## src/rtl/display_source_sequencer_if.sv

```systemverilog
// Channel/display bundle between the datapath, the source sequencer and the 7-segment driver.
interface display_source_sequencer_if #(
  parameter int unsigned NUM_CH = 4,
  parameter int unsigned CH_W   = 16,
  parameter int unsigned OUT_W  = 32
);
  localparam int unsigned SEL_W = $clog2(NUM_CH);

  logic [NUM_CH*CH_W-1:0] ch_data;
  logic                   mode;
  logic [SEL_W-1:0]       sel;
  logic                   freeze;
  logic [OUT_W-1:0]       ToDisplay;
  logic [SEL_W-1:0]       ch_idx;
  logic                   frozen;

  modport master (
    output ch_data, mode, sel, freeze,
    input  ToDisplay, ch_idx, frozen
  );

  modport slave (
    input  ch_data, mode, sel, freeze,
    output ToDisplay, ch_idx, frozen
  );
endinterface

```

## src/rtl/display_source_sequencer.sv

```systemverilog
// Selects one of NUM_CH channel words (manual index or timed auto rotation, with freeze)
// and registers it zero-extended for the display driver.
module display_source_sequencer #(
  parameter int unsigned NUM_CH = 4,
  parameter int unsigned CH_W   = 16,
  parameter int unsigned OUT_W  = 32,
  parameter int unsigned DWELL  = 100_000_000,
  localparam int unsigned SEL_W = $clog2(NUM_CH)
) (
  input logic                          clk,
  input logic                          reset_n,
  display_source_sequencer_if.slave    bus
);

  localparam int unsigned          CNT_W   = $clog2(DWELL);
  localparam logic [CNT_W-1:0]     CntLast = CNT_W'(DWELL - 1);
  localparam logic [SEL_W-1:0]     IdxLast = SEL_W'(NUM_CH - 1);

  if (CH_W > OUT_W) begin : g_bad_width
    $error("CH_W must not exceed OUT_W");
  end
  if (NUM_CH < 2 || NUM_CH > 16) begin : g_bad_num_ch
    $error("NUM_CH must be in 2..16");
  end
  if (DWELL < 2) begin : g_bad_dwell
    $error("DWELL must be at least 2");
  end

  typedef enum logic [1:0] {StManual, StAuto, StHold} state_e;

  state_e           state_q, state_d;
  logic             prev_auto_q, prev_auto_d;
  logic [CNT_W-1:0] cnt_q, cnt_d;
  logic [SEL_W-1:0] idx_q, idx_d;
  logic [OUT_W-1:0] disp_q;
  logic             frozen_q;
  logic             load;
  logic [CH_W-1:0]  word;

  always_comb begin
    state_d     = state_q;
    prev_auto_d = prev_auto_q;
    cnt_d       = cnt_q;
    idx_d       = idx_q;
    load        = 1'b1;
    unique case (state_q)
      StManual: begin
        idx_d = bus.sel;
        cnt_d = '0;
        if (bus.freeze) begin
          state_d     = StHold;
          prev_auto_d = 1'b0;
        end else if (bus.mode) begin
          state_d = StAuto;
        end
      end
      StAuto: begin
        // The cycle just shown counts toward the dwell even when leaving for HOLD.
        cnt_d = (cnt_q == CntLast) ? '0 : cnt_q + 1'b1;
        if (bus.freeze) begin
          state_d     = StHold;
          prev_auto_d = 1'b1;
        end else if (!bus.mode) begin
          state_d = StManual;
          idx_d   = bus.sel;
          cnt_d   = '0;
        end else if (cnt_q == CntLast) begin
          idx_d = (idx_q >= IdxLast) ? '0 : idx_q + 1'b1;
        end
      end
      StHold: begin
        if (bus.freeze) begin
          load = 1'b0;
        end else if (!bus.mode) begin
          state_d = StManual;
          idx_d   = bus.sel;
          cnt_d   = '0;
        end else begin
          state_d = StAuto;
          if (!prev_auto_q) begin
            idx_d = bus.sel;
            cnt_d = '0;
          end
        end
      end
      default: state_d = StManual;
    endcase
  end

  // Out-of-range indices fall through to zero.
  always_comb begin
    word = '0;
    for (int unsigned k = 0; k < NUM_CH; k++) begin
      if (idx_d == SEL_W'(k)) word = bus.ch_data[k*CH_W +: CH_W];
    end
  end

  always_ff @(posedge clk or negedge reset_n) begin
    if (!reset_n) begin
      state_q     <= StManual;
      prev_auto_q <= 1'b0;
      cnt_q       <= '0;
      idx_q       <= '0;
      disp_q      <= '0;
      frozen_q    <= 1'b0;
    end else begin
      state_q     <= state_d;
      prev_auto_q <= prev_auto_d;
      cnt_q       <= cnt_d;
      idx_q       <= idx_d;
      if (load) disp_q <= OUT_W'(word);
      frozen_q    <= (state_d == StHold);
    end
  end

  assign bus.ToDisplay = disp_q;
  assign bus.ch_idx    = idx_q;
  assign bus.frozen    = frozen_q;

endmodule

```

## src/flat_wrapper.sv

```systemverilog
// flat-port wrapper written by rule: the top's interface ports become plain ports
module display_source_sequencer_flat 
#(
  parameter int unsigned NUM_CH = 4,
  parameter int unsigned CH_W   = 16,
  parameter int unsigned OUT_W  = 32,
  parameter int unsigned DWELL  = 100_000_000,
  localparam int unsigned SEL_W = $clog2(NUM_CH)
)
  (clk, reset_n, bus_ch_data, bus_mode, bus_sel, bus_freeze, bus_ToDisplay, bus_ch_idx, bus_frozen);
  display_source_sequencer_if #(.NUM_CH(NUM_CH), .CH_W(CH_W), .OUT_W(OUT_W)) bus_i ();
  input logic clk;
  input logic reset_n;
  input wire logic [$bits(bus_i.ch_data)-1:0] bus_ch_data;
  input wire logic [$bits(bus_i.mode)-1:0] bus_mode;
  input wire logic [$bits(bus_i.sel)-1:0] bus_sel;
  input wire logic [$bits(bus_i.freeze)-1:0] bus_freeze;
  output wire logic [$bits(bus_i.ToDisplay)-1:0] bus_ToDisplay;
  output wire logic [$bits(bus_i.ch_idx)-1:0] bus_ch_idx;
  output wire logic [$bits(bus_i.frozen)-1:0] bus_frozen;
  assign bus_i.ch_data = bus_ch_data;
  assign bus_i.mode = bus_mode;
  assign bus_i.sel = bus_sel;
  assign bus_i.freeze = bus_freeze;
  assign bus_ToDisplay = bus_i.ToDisplay;
  assign bus_ch_idx = bus_i.ch_idx;
  assign bus_frozen = bus_i.frozen;
  display_source_sequencer #(.NUM_CH(NUM_CH), .CH_W(CH_W), .OUT_W(OUT_W), .DWELL(DWELL)) u_core (.clk(clk), .reset_n(reset_n), .bus(bus_i));
endmodule
```

## config.mk

```make
export PLATFORM = sky130hd
export DESIGN_NAME = display_source_sequencer_flat
export DESIGN_NICKNAME = d
export VERILOG_FILES = /design/src/rtl/display_source_sequencer_if.sv /design/src/rtl/display_source_sequencer.sv /design/src/flat_wrapper.sv
export SDC_FILE = /design/constraint.sdc
export NUM_CORES = 1
export LEC_CHECK = 0
export CAP_MARGIN = 30
export CORE_ASPECT_RATIO = 1.5
export CORE_UTILIZATION = 35
export DETAILED_ROUTE_END_ITERATION = 6
export GPL_TIMING_DRIVEN = 0
export SETUP_SLACK_MARGIN = 0.4
export SYNTH_ARGS = -nofsm -noshare
export SYNTH_HDL_FRONTEND = slang
export SYNTH_SLANG_ARGS = --single-unit
```

## constraint.sdc

```tcl
create_clock -name clk -period 6.2 [get_ports clk]
set_input_delay 1.24 -clock clk [delete_from_list [all_inputs] [get_ports clk]]
set_output_delay 1.24 -clock clk [all_outputs]
set_load 0.03 [all_outputs]
```

### Yosys cells after proc, flatten, opt, wreduce, memory -nomap -nowiden

Index checks and enable logic that the tools add are counted.

* logic and storage cells: 57
* input bits: 70
* register bits: 49
* output and inout bits: 35

* multiplexer cells: 31
* reduce and logical (&&, ||, !) cells: 6
* order comparisons: 1
* equality and inequality tests: 11
* $add $sub $neg: 2

Operators by type and width (count)
* 27-bit 2-to-1 mux: 6
* 27-bit one-hot mux with 3 select lines: 1
* 16-bit 2-to-1 mux: 4
* 27-bit by 1-bit adder with 27-bit output, second input constant: 1
* 27-bit == test, second input constant: 1
* 2-bit 2-to-1 mux: 12
* 2-bit one-hot mux with 3 select lines: 2
* 2-bit == test, second input constant: 4
* 2-bit inequality test, second input constant: 3
* 3-bit AND reduction: 2
* 1-bit 2-to-1 mux: 5
* 2-bit by 1-bit == test with 1-bit output, second input constant: 2
* 2-bit zero test: 2
* 3-bit inequality test, second input constant: 1
* 3-bit nonzero test: 1
* 2-bit by 1-bit adder with 2-bit output, second input constant: 1
* 2-bit greater-or-equal comparator, second input constant: 1
* 1-bit one-hot mux with 2 select lines: 1
* 2-bit nonzero test: 1

### Longest topological paths before layout

Gate-level depths: netlist of run 1.

* depth after elaboration: 11
* depth in mapped cells: 9
* depth with buffers taken out: 8

### Worst setup path after synthesis of run 1

No wires, ideal clock.

* kind: in2reg
* start: in bus_mode
* end: reg u_core.disp_q[10] (netlist: u_core.bus.ToDisplay[10])
* cell stages on the path: 8
* arrival: 3.005 ns
* setup slack: 3.112 ns
* library setup time: 0.082 ns
* cell sequence: clkbuf_1 > or3_1 > o211ai_1 > o221ai_1 > a21oi_4 > buf_6 > mux2_1 > o22ai_1

* word-level cells in the longest chain between the ends: 8

Ends and longest elaborated chain
* from (decl): line flat_wrapper.sv:15 `input wire logic [$bits(bus_i.mode)-1:0] bus_mode;`
* 2-bit 2-to-1 mux (on tied branches): line display_source_sequencer.sv:74, display_source_sequencer.sv:63
* 2-bit 2-to-1 mux (on tied branches): line display_source_sequencer.sv:72, display_source_sequencer.sv:60
* 2-bit one-hot mux with 3 select lines (*): line display_source_sequencer.sv:46 `unique case (state_q)`
* 2-bit zero test: line display_source_sequencer.sv:94 `if (idx_d == SEL_W'(k)) word = bus.ch_data[k*CH_W +: CH_W];`
* 16-bit 2-to-1 mux (3 in series): line display_source_sequencer.sv:94
* 16-bit 2-to-1 mux (*): line display_source_sequencer.sv:94
* to (signal assigned): line display_source_sequencer.sv:111 `if (load) disp_q <= OUT_W'(word);`
* to (decl): line display_source_sequencer.sv:35 `logic [OUT_W-1:0] disp_q;`

Every way passes the cells marked *; elsewhere a longest branch is shown, timed or not.
A chain may end at the register's enable or synchronous reset.

### Final worst setup path of run 1

* start: in bus_freeze
* end: reg u_core.disp_q[6] (netlist: u_core.bus.ToDisplay[6])

* word-level cells in the longest chain between the ends: 7

Ends and longest elaborated chain
* from (decl): line flat_wrapper.sv:17 `input wire logic [$bits(bus_i.freeze)-1:0] bus_freeze;`
* 2-bit 2-to-1 mux (on tied branches): line display_source_sequencer.sv:72, display_source_sequencer.sv:60
* 2-bit one-hot mux with 3 select lines: line display_source_sequencer.sv:46
* 2-bit zero test: line display_source_sequencer.sv:94
* 16-bit 2-to-1 mux (4 in series): line display_source_sequencer.sv:94

Several ways; a longest one is shown, not always the timed one.

==> results of run 1 <==
cells by family after synthesis:
logic type / share of synthesized area [%]
AO/OA/AOI/OAI: 23.94
AND/OR/NAND/NOR: 19.70
flip-flops: 36.43
buffers and inverters: 7.658
multiplexers: 10.11
XOR/XNOR: 1.301
adder cells (fa/ha/maj): 0.7434
other: 0.1114
final cells by class:
type                       instances  area, um^2
buffer                            38       222.7
clock buffer                       8       136.4
fill                             926        4713
inverter                           8       35.03
multi-input combinational        308        1938
sequential                        49        1226
tap                              112       140.1
timing repair buffer              89       895.9
per-stage QoR:
stage	hold slack (ps)	total power, W	util [%]
finish	508.3	0.0009842	49.36
global route	555.2	0.001031	49.36
CTS	509.3	0.0009938	49.36
detailed placement	499.5	0.0007230	47.90
global placement	483.8	0.0007177	47.73
floorplan	457.9	0.0005768	-
cells in the final DEF, fill, tap and decap left out, types with 3 or more instances in the layout:
cell,n
sky130_fd_sc_hd__a21oi_1,55
sky130_fd_sc_hd__a22o_1,6
sky130_fd_sc_hd__a31oi_1,5
sky130_fd_sc_hd__a41oi_1,3
sky130_fd_sc_hd__and3_1,9
sky130_fd_sc_hd__buf_2,4
sky130_fd_sc_hd__buf_4,16
sky130_fd_sc_hd__clkbuf_1,19
sky130_fd_sc_hd__clkbuf_16,5
sky130_fd_sc_hd__clkdlybuf4s50_1,87
sky130_fd_sc_hd__conb_1,16
sky130_fd_sc_hd__dfrtp_1,49
sky130_fd_sc_hd__inv_1,7
sky130_fd_sc_hd__mux2_1,10
sky130_fd_sc_hd__mux2_2,6
sky130_fd_sc_hd__mux2i_1,16
sky130_fd_sc_hd__nand2_1,31
sky130_fd_sc_hd__nand3_1,13
sky130_fd_sc_hd__nor2_1,13
sky130_fd_sc_hd__nor3_1,11
sky130_fd_sc_hd__o21ai_0,27
sky130_fd_sc_hd__o22ai_1,17
sky130_fd_sc_hd__or3_1,18
sky130_fd_sc_hd__xor2_1,3
worst min-delay path by stage:
stage / depth (start not counted) / endpoint / slack (ps) / from
final: 1 / u_core.cnt_q[24]$_DFFE_PN0P_ / 510 / u_core.cnt_q[24]$_DFFE_PN0P_
after global routing: 1 / u_core.cnt_q[23]$_DFFE_PN0P_ / 560 / u_core.cnt_q[23]$_DFFE_PN0P_
after CTS: 1 / u_core.cnt_q[24]$_DFFE_PN0P_ / 510 / u_core.cnt_q[24]$_DFFE_PN0P_
after detailed placement: 1 / u_core.cnt_q[24]$_DFFE_PN0P_ / 500 / u_core.cnt_q[24]$_DFFE_PN0P_
after global placement: 1 / u_core.cnt_q[23]$_DFFE_PN0P_ / 480 / u_core.cnt_q[23]$_DFFE_PN0P_
after floorplan: 1 / u_core.cnt_q[23]$_DFFE_PN0P_ / 460 / u_core.cnt_q[23]$_DFFE_PN0P_
flip-flops by register name, indices dropped and copies added, names as in the netlist:
register / count
u_core.prev_auto_q: 1
u_core.bus.ToDisplay: 16
u_core.state_q: 2
u_core.bus.ch_idx: 2
u_core.cnt_q: 27
u_core.bus.frozen: 1
metal layers:
metal	vias up	track usage, %	share of wire (%)
met2	112	36.93	53
met1	1576	22.96	40
met4	0	8.224	2.5
met3	19	4.419	5.2
li1	1657	-	-
met5	-	0	0
power breakdown:
part	internal (W)	switching, W
Combinational	0.000158	0.000179
Clock	0.000150	0.000118
Sequential	0.000348	0.0000314
Total	0.000656	0.000328
==> load_flow_metrics.sql, run 1 <==
INSERT INTO impl_metrics (metric_group, metric, value, unit) VALUES
('outcome', 'run_status', 'finished, final reports clean', ''),
('placed_design', 'dp_worst_setup_slack', '2177', 'ps'),
('worst_setup_path', 'crit_chain', 'clkdlybuf4s50_1 > clkbuf_1 > inv_1 > o211ai_1 > o221ai_1 > a21oi_4 > buf_6 > mux2_1 > o22ai_1', ''),
('cells_and_area', 'area_growth_syn_to_layout', '36.51', '%'),
('worst_setup_path', 'worst_setup_path_end_kind', 'register', ''),
('placed_design', 'gpl.final_weighted_congestion', '0.8669', ''),
('clock_network', 'post_cts_setup_bufs', '0', ''),
('placed_design', 'detailed_place_hpwl', '7471', 'um'),
('die', 'die_y', '122.1', 'um'),
('cells_and_area', 'num_antenna_cells', '0', ''),
('drt', 'postRouteWirelength', '9786', 'um'),
('die', 'i_o_pin_total', '105', ''),
('die', 'floorplan.initialDensity', '36.16', '%'),
('sta', 'period_needed', '3741', 'ps'),
('synth', 'syn_area', '3366', 'um^2'),
('pwr', 'power.leakage', '1.840', 'nW'),
('worst_setup_path', 'r2r-start', 'u_core.cnt_q[9]$_DFFE_PN0P_', ''),
('synth', 'yosys_register_bits', '49', ''),
('clock_network', 'clock_tree_from_tritoncts', 'done', ''),
('sta', 'finalHoldViolCount', '0', ''),
('clock_network', 'cts_max_level', '2', ''),
('global_routing', 'maximum_number_of_pins_on_one_net_before_global_route_repair', '26', ''),
('global_routing', 'first_global_vias', '3302', ''),
('synth', 'synth_cell_type_count', '61', ''),
('worst_setup_path', 'worstSetupStartpoint', 'bus_freeze', ''),
('cells_and_area', 'post_route_cells_drive_above_1_share', '9.000', '%'),
('sta', 'final_critical_path_setup_slack', '2459', 'ps'),
('clock_network', 'clk_path_buf_depth', '2', ''),
('global_routing', 'total_congestion_overflow', '0', ''),
('synth', 'ys_warn_count', '0', ''),
('synth', 'async_reset_ff_share', '100.0', '%'),
('clock_network', 'clkTransAtPathRegs', '60', 'ps'),
('cells_and_area', 'finalNonFillerCells', '612', ''),
('clock_network', 'cts-buffers-inserted', '5', ''),
('worst_setup_path', 'reg2regPathDepth', '6', ''),
('drt', 'wl_per_cell', '15.99', 'um'),
('worst_setup_path', 'crit_end', 'u_core.bus.ToDisplay[6]$_DFFE_PN0P_', ''),
('synth', 'yosys_most_used_dff', 'sky130_fd_sc_hd__dfrtp_1', ''),
('synth', 'synthCells', '388', ''),
('synth', 'netlist.top_cell.by_area', 'sky130_fd_sc_hd__dfrtp_1', ''),
('die', 'row_count', '43', ''),
('clock_network', 'clk_latency', '290', 'ps'),
('pwr', 'max-vdd-ir-drop', '140.2', 'uV'),
('worst_setup_path', 'cpMaxStageDelayCell', 'sky130_fd_sc_hd__clkdlybuf4s50_1', ''),
('worst_setup_path', 'worst_ep_required_time', '6410', 'ps'),
('clock_network', 'cts_hold_buffers', '0', ''),
('clock_network', 'clock-sinks', '49', ''),
('worst_setup_path', 'reg_to_reg_slack_setup', '3250', 'ps'),
('drt', 'detail_route.iter0.violations', '196', ''),
('worst_setup_path', 'timing.critical_path.fanout_max', '10', ''),
('drt', 'dr_total_vias', '3364', ''),
('synth', 'sequential_to_total_area_share_from_yosys_stat', '36.43', '%'),
('flow_run', 'maxCapViolCount', '0', ''),
('sta', 'grt_setup_unrepaired', 'false', ''),
('synth', 'netlist_top_cells_count', 'sky130_fd_sc_hd__a21oi_1, sky130_fd_sc_hd__dfrtp_1, sky130_fd_sc_hd__nand2_1', ''),
('pwr', 'p_per_area', '214.2', 'nW/um^2'),
('worst_setup_path', 'worst_r2r_endpoint', 'u_core.cnt_q[3]$_DFFE_PN0P_', ''),
('global_routing', 'antenna_found_initial', '0', ''),
('synth', 'avg_inst_size_synth', '8.675', 'um^2'),
('die', 'core-area', '9308', 'um^2'),
('worst_setup_path', 'cp_num_cells', '9', ''),
('synth', 'synth_enable_flop_cells', '0', ''),
('sta', 'timing.clock.skew', '5.108', 'ps'),
('sta', 'final-max-slew-violation-count', '0', ''),
('cells_and_area', 'postLayoutCellArea', '4594', 'um^2'),
('sta', 'final.period_utilization', '60.34', '%'),
('sta', 'timing.final.setup_violations', '0', ''),
('sta', 'fmaxAchievable', '267.3', 'MHz'),
('sta', 'worst_pin_slew', '810.2', 'ps'),
('die', 'floorplan.die.width', '82.07', 'um'),
('cells_and_area', 'design.final.nets', '571', '');
No activity file was read; power rests on OpenSTA's default activity.
==> run 2, diff against run 1 <==
clock period = 3.7 ns   (was 6.2 ns; I/O delays follow)
==> load_flow_metrics.sql, run 2 (same netlist as run 1, synthesis figures left out) <==
INSERT INTO impl_metrics (metric_group, metric, value, unit) VALUES
('sta', 'grt_setup_unrepaired', 'false', ''),
('drt', 'dr.pass1.iters', '4', ''),
('cells_and_area', 'layout_common_cells', 'sky130_fd_sc_hd__clkdlybuf4s50_1, sky130_fd_sc_hd__a21oi_1, sky130_fd_sc_hd__dfrtp_1', ''),
('worst_setup_path', 'reg_to_reg_slack_setup', '840', 'ps'),
('worst_setup_path', 'timing.critical_path.fanout_max', '10', ''),
('sta', 'fin_tns_setup', '0', 'ps'),
('worst_setup_path', 'crit_type', 'in -> reg', ''),
('sta', 'final.period_utilization', '84.64', '%'),
('cells_and_area', 'top_register', 'u_core.cnt_q', ''),
('pwr', 'max-vdd-ir-drop', '234.8', 'uV'),
('global_routing', 'first_pass_grt_wire_length', '15920', 'um'),
('cells_and_area', 'fillCellCount', '928', ''),
('global_routing', 'first_global_vias', '3302', ''),
('clock_network', 'cts_max_level', '2', ''),
('die', 'dieArea', '10020', 'um^2'),
('pwr', 'finalPower', '0.001649', 'W'),
('worst_setup_path', 'worst_ep_required_time', '3910', 'ps'),
('die', 'floorplan.die.width', '82.07', 'um'),
('placed_design', 'gpl.final_weighted_congestion', '0.8669', ''),
('cells_and_area', 'largest_register_ffs', '27', ''),
('clock_network', 'clock_tree_from_tritoncts', 'done', ''),
('clock_network', 'clock-sinks', '49', ''),
('clock_network', 'clkTransAtPathRegs', '60', 'ps'),
('die', 'i_o_pin_total', '105', ''),
('placed_design', 'dp_worst_setup_slack', '176.7', 'ps'),
('worst_setup_path', 'worst_setup_path_end_kind', 'register', ''),
('cells_and_area', 'post_route_cells_drive_above_1_share', '9.600', '%'),
('drt', 'vias_per_cell', '5.467', ''),
('clock_network', 'clk_path_buf_depth', '2', ''),
('die', 'floorplan.initialDensity', '36.16', '%'),
('sta', 'final-max-slew-violation-count', '0', ''),
('clock_network', 'post_cts_resized', '0', ''),
('sta', 'timing.final.setup_violations', '0', ''),
('worst_setup_path', 'reg2regPathDepth', '6', ''),
('die', 'row_count', '43', ''),
('pwr', 'power.leakage', '1.843', 'nW'),
('clock_network', 'clk_latency', '290', 'ps'),
('sta', 'maxSlewHeadroom', '42.59', '%'),
('sta', 'period_needed', '3132', 'ps'),
('pwr', 'p_per_area', '358.4', 'nW/um^2'),
('drt', 'detail_route.iter0.violations', '203', ''),
('worst_setup_path', 'crit_path_start_kind', 'primary input', ''),
('clock_network', 'cts-root-buf', 'sky130_fd_sc_hd__clkbuf_16', ''),
('cells_and_area', 'design.final.nets', '571', ''),
('flow_run', 'maxCapViolCount', '0', ''),
('placed_design', 'detailed_place_hpwl', '7471', 'um'),
('sta', 'fmaxAchievable', '319.3', 'MHz'),
('global_routing', 'antenna_found_initial', '0', ''),
('cells_and_area', 'final_common_cell', 'sky130_fd_sc_hd__clkdlybuf4s50_1', ''),
('global_routing', 'grt_util_all_layers', '20.61', '%'),
('hold_path', 'timing.hold.worst.class', 'in -> async', ''),
('sta', 'final_critical_path_setup_slack', '568.4', 'ps'),
('placed_design', 'place_inst', '604', ''),
('sta', 'timing.clock.skew', '5.566', 'ps'),
('worst_setup_path', 'worst-endpoint-arrival', '3340', 'ps'),
('sta', 'worst_pin_slew', '854.1', 'ps'),
('sta', 'finalHoldViolCount', '0', ''),
('cells_and_area', 'area_growth_syn_to_layout', '36.73', '%'),
('die', 'core-area', '9308', 'um^2'),
('clock_network', 'cts_hold_buffers', '0', ''),
('drt', 'dr_total_vias', '3346', ''),
('drt', 'route.detailed.drc', '0', ''),
('die', 'die_y', '122.1', 'um'),
('outcome', 'run_status', 'finished, final reports clean', ''),
('cells_and_area', 'num_antenna_cells', '0', ''),
('drt', 'wl_per_cell', '15.95', 'um'),
('drt', 'drtAntennaViolNets', '0', ''),
('placed_design', 'io_buffers', '88', ''),
('global_routing', 'total_congestion_overflow', '0', ''),
('cells_and_area', 'finalNonFillerCells', '612', ''),
('clock_network', 'cts-buffers-inserted', '5', ''),
('global_routing', 'maximum_number_of_pins_on_one_net_before_global_route_repair', '26', ''),
('clock_network', 'post_cts_setup_bufs', '0', ''),
('drt', 'postRouteWirelength', '9759', 'um');
==> run 2: path summary, 6_finish.rpt <==
| kind | to | start |
|---|---|---|
| worst max register to register | u_core.cnt_q[3]$_DFFE_PN0P_ | u_core.cnt_q[9]$_DFFE_PN0P_ |
| worst min-delay path | u_core.cnt_q[24]$_DFFE_PN0P_ | reset_n |
| worst max-delay path | u_core.bus.ToDisplay[6]$_DFFE_PN0P_ | bus_freeze |
| min in group clk | u_core.cnt_q[24]$_DFFE_PN0P_ | u_core.cnt_q[24]$_DFFE_PN0P_ |
| max in group asynchronous | u_core.bus.ToDisplay[0]$_DFFE_PN0P_ | reset_n |
| worst min register to register | u_core.cnt_q[24]$_DFFE_PN0P_ | u_core.cnt_q[24]$_DFFE_PN0P_ |
==> run 2: worst max-delay path, stage by stage <==
cell and delay [ps]:
sky130_fd_sc_hd__clkdlybuf4s50_1 540, sky130_fd_sc_hd__a211o_1 190, sky130_fd_sc_hd__and2_1 140, sky130_fd_sc_hd__clkbuf_1 350, sky130_fd_sc_hd__o221ai_1 250, sky130_fd_sc_hd__a21oi_4 380, sky130_fd_sc_hd__buf_6 230, sky130_fd_sc_hd__mux2_1 340
sky130_fd_sc_hd__o22ai_1 170
==> run 2: metal layers <==
layer | vias to the layer above | global-route usage [%] | share of wire [%]
met2 | 109 | 36.93 | 53
li1 | 1649 | - | -
met1 | 1571 | 22.96 | 40
met4 | 0 | 8.224 | 2.1
met5 | - | 0 | 0
met3 | 17 | 4.419 | 5.2
==> run 2: final cells by class <==
| class | count | area (um^2) | share of cell area [%] |
|---|---|---|---|
| multi-input cells | 308 | 1944 | 42.25 |
| flip-flops and latches | 49 | 1226 | 26.65 |
| repair buffers | 89 | 895.9 | 19.47 |
| plain buffers | 38 | 224.0 | 4.867 |
| well taps | 112 | 140.1 | 3.045 |
| clock buffers | 8 | 136.4 | 2.964 |
| inverters | 8 | 35.03 | 0.7613 |
==> run 2: where the power goes <==
part	internal [W]	switching, W
clock network	0.000252	0.000197
logic	0.000264	0.000300
registers	0.000583	0.0000529
total	0.00110	0.000550
==> run 2: metrics by stage <==
step | util (%) | instance area [um^2] | hold slack [ps]
2_1_floorplan | - | 3422 | 444.4
3_3_place_gp | 47.73 | 4443 | 483.8
3_5_place_dp | 47.90 | 4458 | 499.5
4_1_cts | 49.36 | 4594 | 481.4
5_1_grt | 49.44 | 4602 | 509.6
6_report | 49.44 | 4602 | 454.2
==> run 3, diff against run 2 <==
clock period = 3 ns   (was 3.7 ns; I/O delays follow)
==> load_flow_metrics.sql, run 3 (same netlist as run 1, synthesis figures left out) <==
INSERT INTO impl_metrics (metric_group, metric, value, unit) VALUES
('die', 'die_y', '122.1', 'um'),
('global_routing', 'gr-usage-met2', '37.45', '%'),
('sta', 'fin_tns_setup', '0', 'ps'),
('hold_path', 'timing.hold.worst.class', 'in -> async', ''),
('global_routing', 'grt_use_met3', '4.869', '%'),
('cells_and_area', 'post_route_cells_drive_above_1_share', '15.85', '%'),
('cells_and_area', 'largest_register_ffs', '27', ''),
('sta', 'final-max-slew-violation-count', '0', ''),
('cells_and_area', 'design.final.nets', '582', ''),
('pwr', 'power.leakage', '2.012', 'nW'),
('global_routing', 'total_congestion_overflow', '0', ''),
('sta', 'maxSlewHeadroom', '48.36', '%'),
('global_routing', 'grt_util_all_layers', '21.03', '%'),
('sta', 'timing.clock.skew', '5.501', 'ps'),
('drt', 'dr_total_vias', '3475', ''),
('global_routing', 'first_global_vias', '3384', ''),
('sta', 'fmaxAchievable', '404.0', 'MHz'),
('die', 'dieArea', '10020', 'um^2'),
('clock_network', 'clk_latency', '290', 'ps'),
('worst_setup_path', 'timing.critical_path.fanout_max', '10', ''),
('global_routing', 'grt_busiest_layer', 'met2', ''),
('worst_setup_path', 'crit_path_start_kind', 'primary input', ''),
('outcome', 'run_status', 'finished, final reports clean', ''),
('clock_network', 'clock_tree_from_tritoncts', 'done', ''),
('sta', 'period_needed', '2475', 'ps'),
('flow_run', 'maxCapViolCount', '0', ''),
('clock_network', 'cts-root-buf', 'sky130_fd_sc_hd__clkbuf_16', ''),
('global_routing', 'groute.layer.met1.usage', '23.10', '%'),
('worst_setup_path', 'reg_to_reg_slack_setup', '530', 'ps'),
('cells_and_area', 'area_growth_syn_to_layout', '44.28', '%'),
('clock_network', 'cts_max_level', '2', ''),
('drt', 'dr.pass1.iters', '4', ''),
('placed_design', 'io_buffers', '88', ''),
('global_routing', 'first_pass_grt_wire_length', '16240', 'um'),
('pwr', 'p_per_area', '428.4', 'nW/um^2'),
('cells_and_area', 'num_antenna_cells', '0', ''),
('sta', 'worst_pin_slew', '769.4', 'ps'),
('die', 'floorplan.initialDensity', '36.16', '%'),
('cells_and_area', 'postLayoutCoreUtil', '52.17', '%'),
('cells_and_area', 'layout_common_cells', 'sky130_fd_sc_hd__clkdlybuf4s50_1, sky130_fd_sc_hd__a21oi_1, sky130_fd_sc_hd__dfrtp_1', ''),
('cells_and_area', 'finalNonFillerCells', '623', ''),
('clock_network', 'cts-buffers-inserted', '5', ''),
('cells_and_area', 'top_register', 'u_core.cnt_q', ''),
('die', 'floorplan.die.width', '82.07', 'um'),
('drt', 'vias_per_cell', '5.578', ''),
('worst_setup_path', 'worst_setup_path_end_kind', 'register', ''),
('placed_design', 'place_inst', '604', ''),
('clock_network', 'clock-sinks', '49', ''),
('sta', 'timing.final.setup_violations', '0', ''),
('sta', 'final.period_utilization', '82.51', '%'),
('drt', 'postRouteWirelength', '10070', 'um'),
('worst_setup_path', 'crit_type', 'in -> reg', ''),
('global_routing', 'maximum_number_of_pins_on_one_net_before_global_route_repair', '26', ''),
('placed_design', 'detailed_place_hpwl', '7471', 'um'),
('clock_network', 'clk_path_buf_depth', '2', ''),
('global_routing', 'antenna_found_initial', '0', ''),
('die', 'core-area', '9308', 'um^2'),
('placed_design', 'gpl.final_weighted_congestion', '0.8669', ''),
('cells_and_area', 'final_common_cell', 'sky130_fd_sc_hd__clkdlybuf4s50_1', ''),
('worst_setup_path', 'worst_ep_required_time', '3170', 'ps'),
('drt', 'route.detailed.drc', '0', ''),
('drt', 'wl_per_cell', '16.16', 'um'),
('drt', 'drtAntennaViolNets', '0', ''),
('die', 'row_count', '43', ''),
('pwr', 'max-vdd-ir-drop', '297.4', 'uV'),
('worst_setup_path', 'worst-endpoint-arrival', '2640', 'ps'),
('sta', 'finalHoldViolCount', '0', ''),
('die', 'i_o_pin_total', '105', ''),
('drt', 'detail_route.iter0.violations', '148', ''),
('sta', 'grt_setup_unrepaired', 'false', ''),
('clock_network', 'clkTransAtPathRegs', '60', 'ps');
==> run 3: changes by cell type in the layout (fill, tap and decap cells not counted), moves of 2 or more <==
cell                              delta
sky130_fd_sc_hd__clkbuf_4            +3
sky130_fd_sc_hd__buf_4              +11
sky130_fd_sc_hd__nor3_1              -2
sky130_fd_sc_hd__nor4_4              +2
sky130_fd_sc_hd__clkdlybuf4s50_1     -2
sky130_fd_sc_hd__dfrtp_2             +2
sky130_fd_sc_hd__clkbuf_2            +4
sky130_fd_sc_hd__buf_2               -2
sky130_fd_sc_hd__nor3_2              +2
sky130_fd_sc_hd__dfrtp_1             -2
sky130_fd_sc_hd__clkbuf_1            -8
==> run 3: final cells by class <==
| cell class | count | area (um^2) |
|---|---|---|
| fill | 903 | 4452 |
| multi-input combinational | 308 | 2061 |
| sequential | 49 | 1229 |
| timing repair buffer | 100 | 992.2 |
| buffer | 38 | 262.8 |
| tap | 112 | 140.1 |
| clock buffer | 8 | 136.4 |
| inverter | 8 | 35.03 |
==> run 3: through the flow <==
step / hold WS [ps] / instance area [um^2] / setup WS, ps / total power [W]
global route: 369.6 / 4856 / 376.4 / 0.002176
detailed placement: 499.5 / 4458 / -383.3 / 0.001494
global placement: 483.8 / 4443 / -343.4 / 0.001483
CTS: 341.4 / 4746 / 403.5 / 0.002091
finish: 321.7 / 4856 / 524.6 / 0.002080
floorplan: 304.4 / 3422 / 552.3 / 0.001192
==> run 3: critical path, cell delays in order <==
cell	delay, ps
sky130_fd_sc_hd__dlygate4sd2_1	280
sky130_fd_sc_hd__clkbuf_8	180
sky130_fd_sc_hd__or3_1	350
sky130_fd_sc_hd__o211ai_1	210
sky130_fd_sc_hd__o221ai_4	160
sky130_fd_sc_hd__a21oi_4	200
sky130_fd_sc_hd__buf_12	160
sky130_fd_sc_hd__inv_6	60
sky130_fd_sc_hd__buf_6	160
sky130_fd_sc_hd__mux2i_2	180
sky130_fd_sc_hd__o22ai_1	90
==> run 3: layer usage <==
layer	routed length [um]	vias up
li1	-	1672
met1	3888	1645
met2	5293	131
met3	531	27
met4	353	0
met5	0	-
==> run 3: where the power goes <==
group	leakage, nW	internal [W]	switching [W]
registers	0.639	0.000719	0.0000679
logic	1.31	0.000356	0.000385
clock network	0.0652	0.000311	0.000242
==> run 3: repair_timing <==
action                                  CTS  global route
endpoints found under the setup margin   41            30
setup buffers                             6             5
resized for setup                        25            19
hold buffers                              0             0
pin swaps                                 5             6
==> run 3: final timing paths <==
kind,startpoint,endpoint,cells past startpoint
worst max-delay path,bus_freeze,u_core.bus.ToDisplay[14]$_DFFE_PN0P_,11
worst min-delay path,reset_n,u_core.cnt_q[24]$_DFFE_PN0P_,1
worst max register to register,u_core.cnt_q[10]$_DFFE_PN0P_,u_core.bus.ToDisplay[14]$_DFFE_PN0P_,9
worst min register to register,u_core.cnt_q[24]$_DFFE_PN0P_,u_core.cnt_q[24]$_DFFE_PN0P_,1
max in group asynchronous,reset_n,u_core.cnt_q[11]$_DFFE_PN0P_,2
min in group clk,u_core.cnt_q[24]$_DFFE_PN0P_,u_core.cnt_q[24]$_DFFE_PN0P_,1
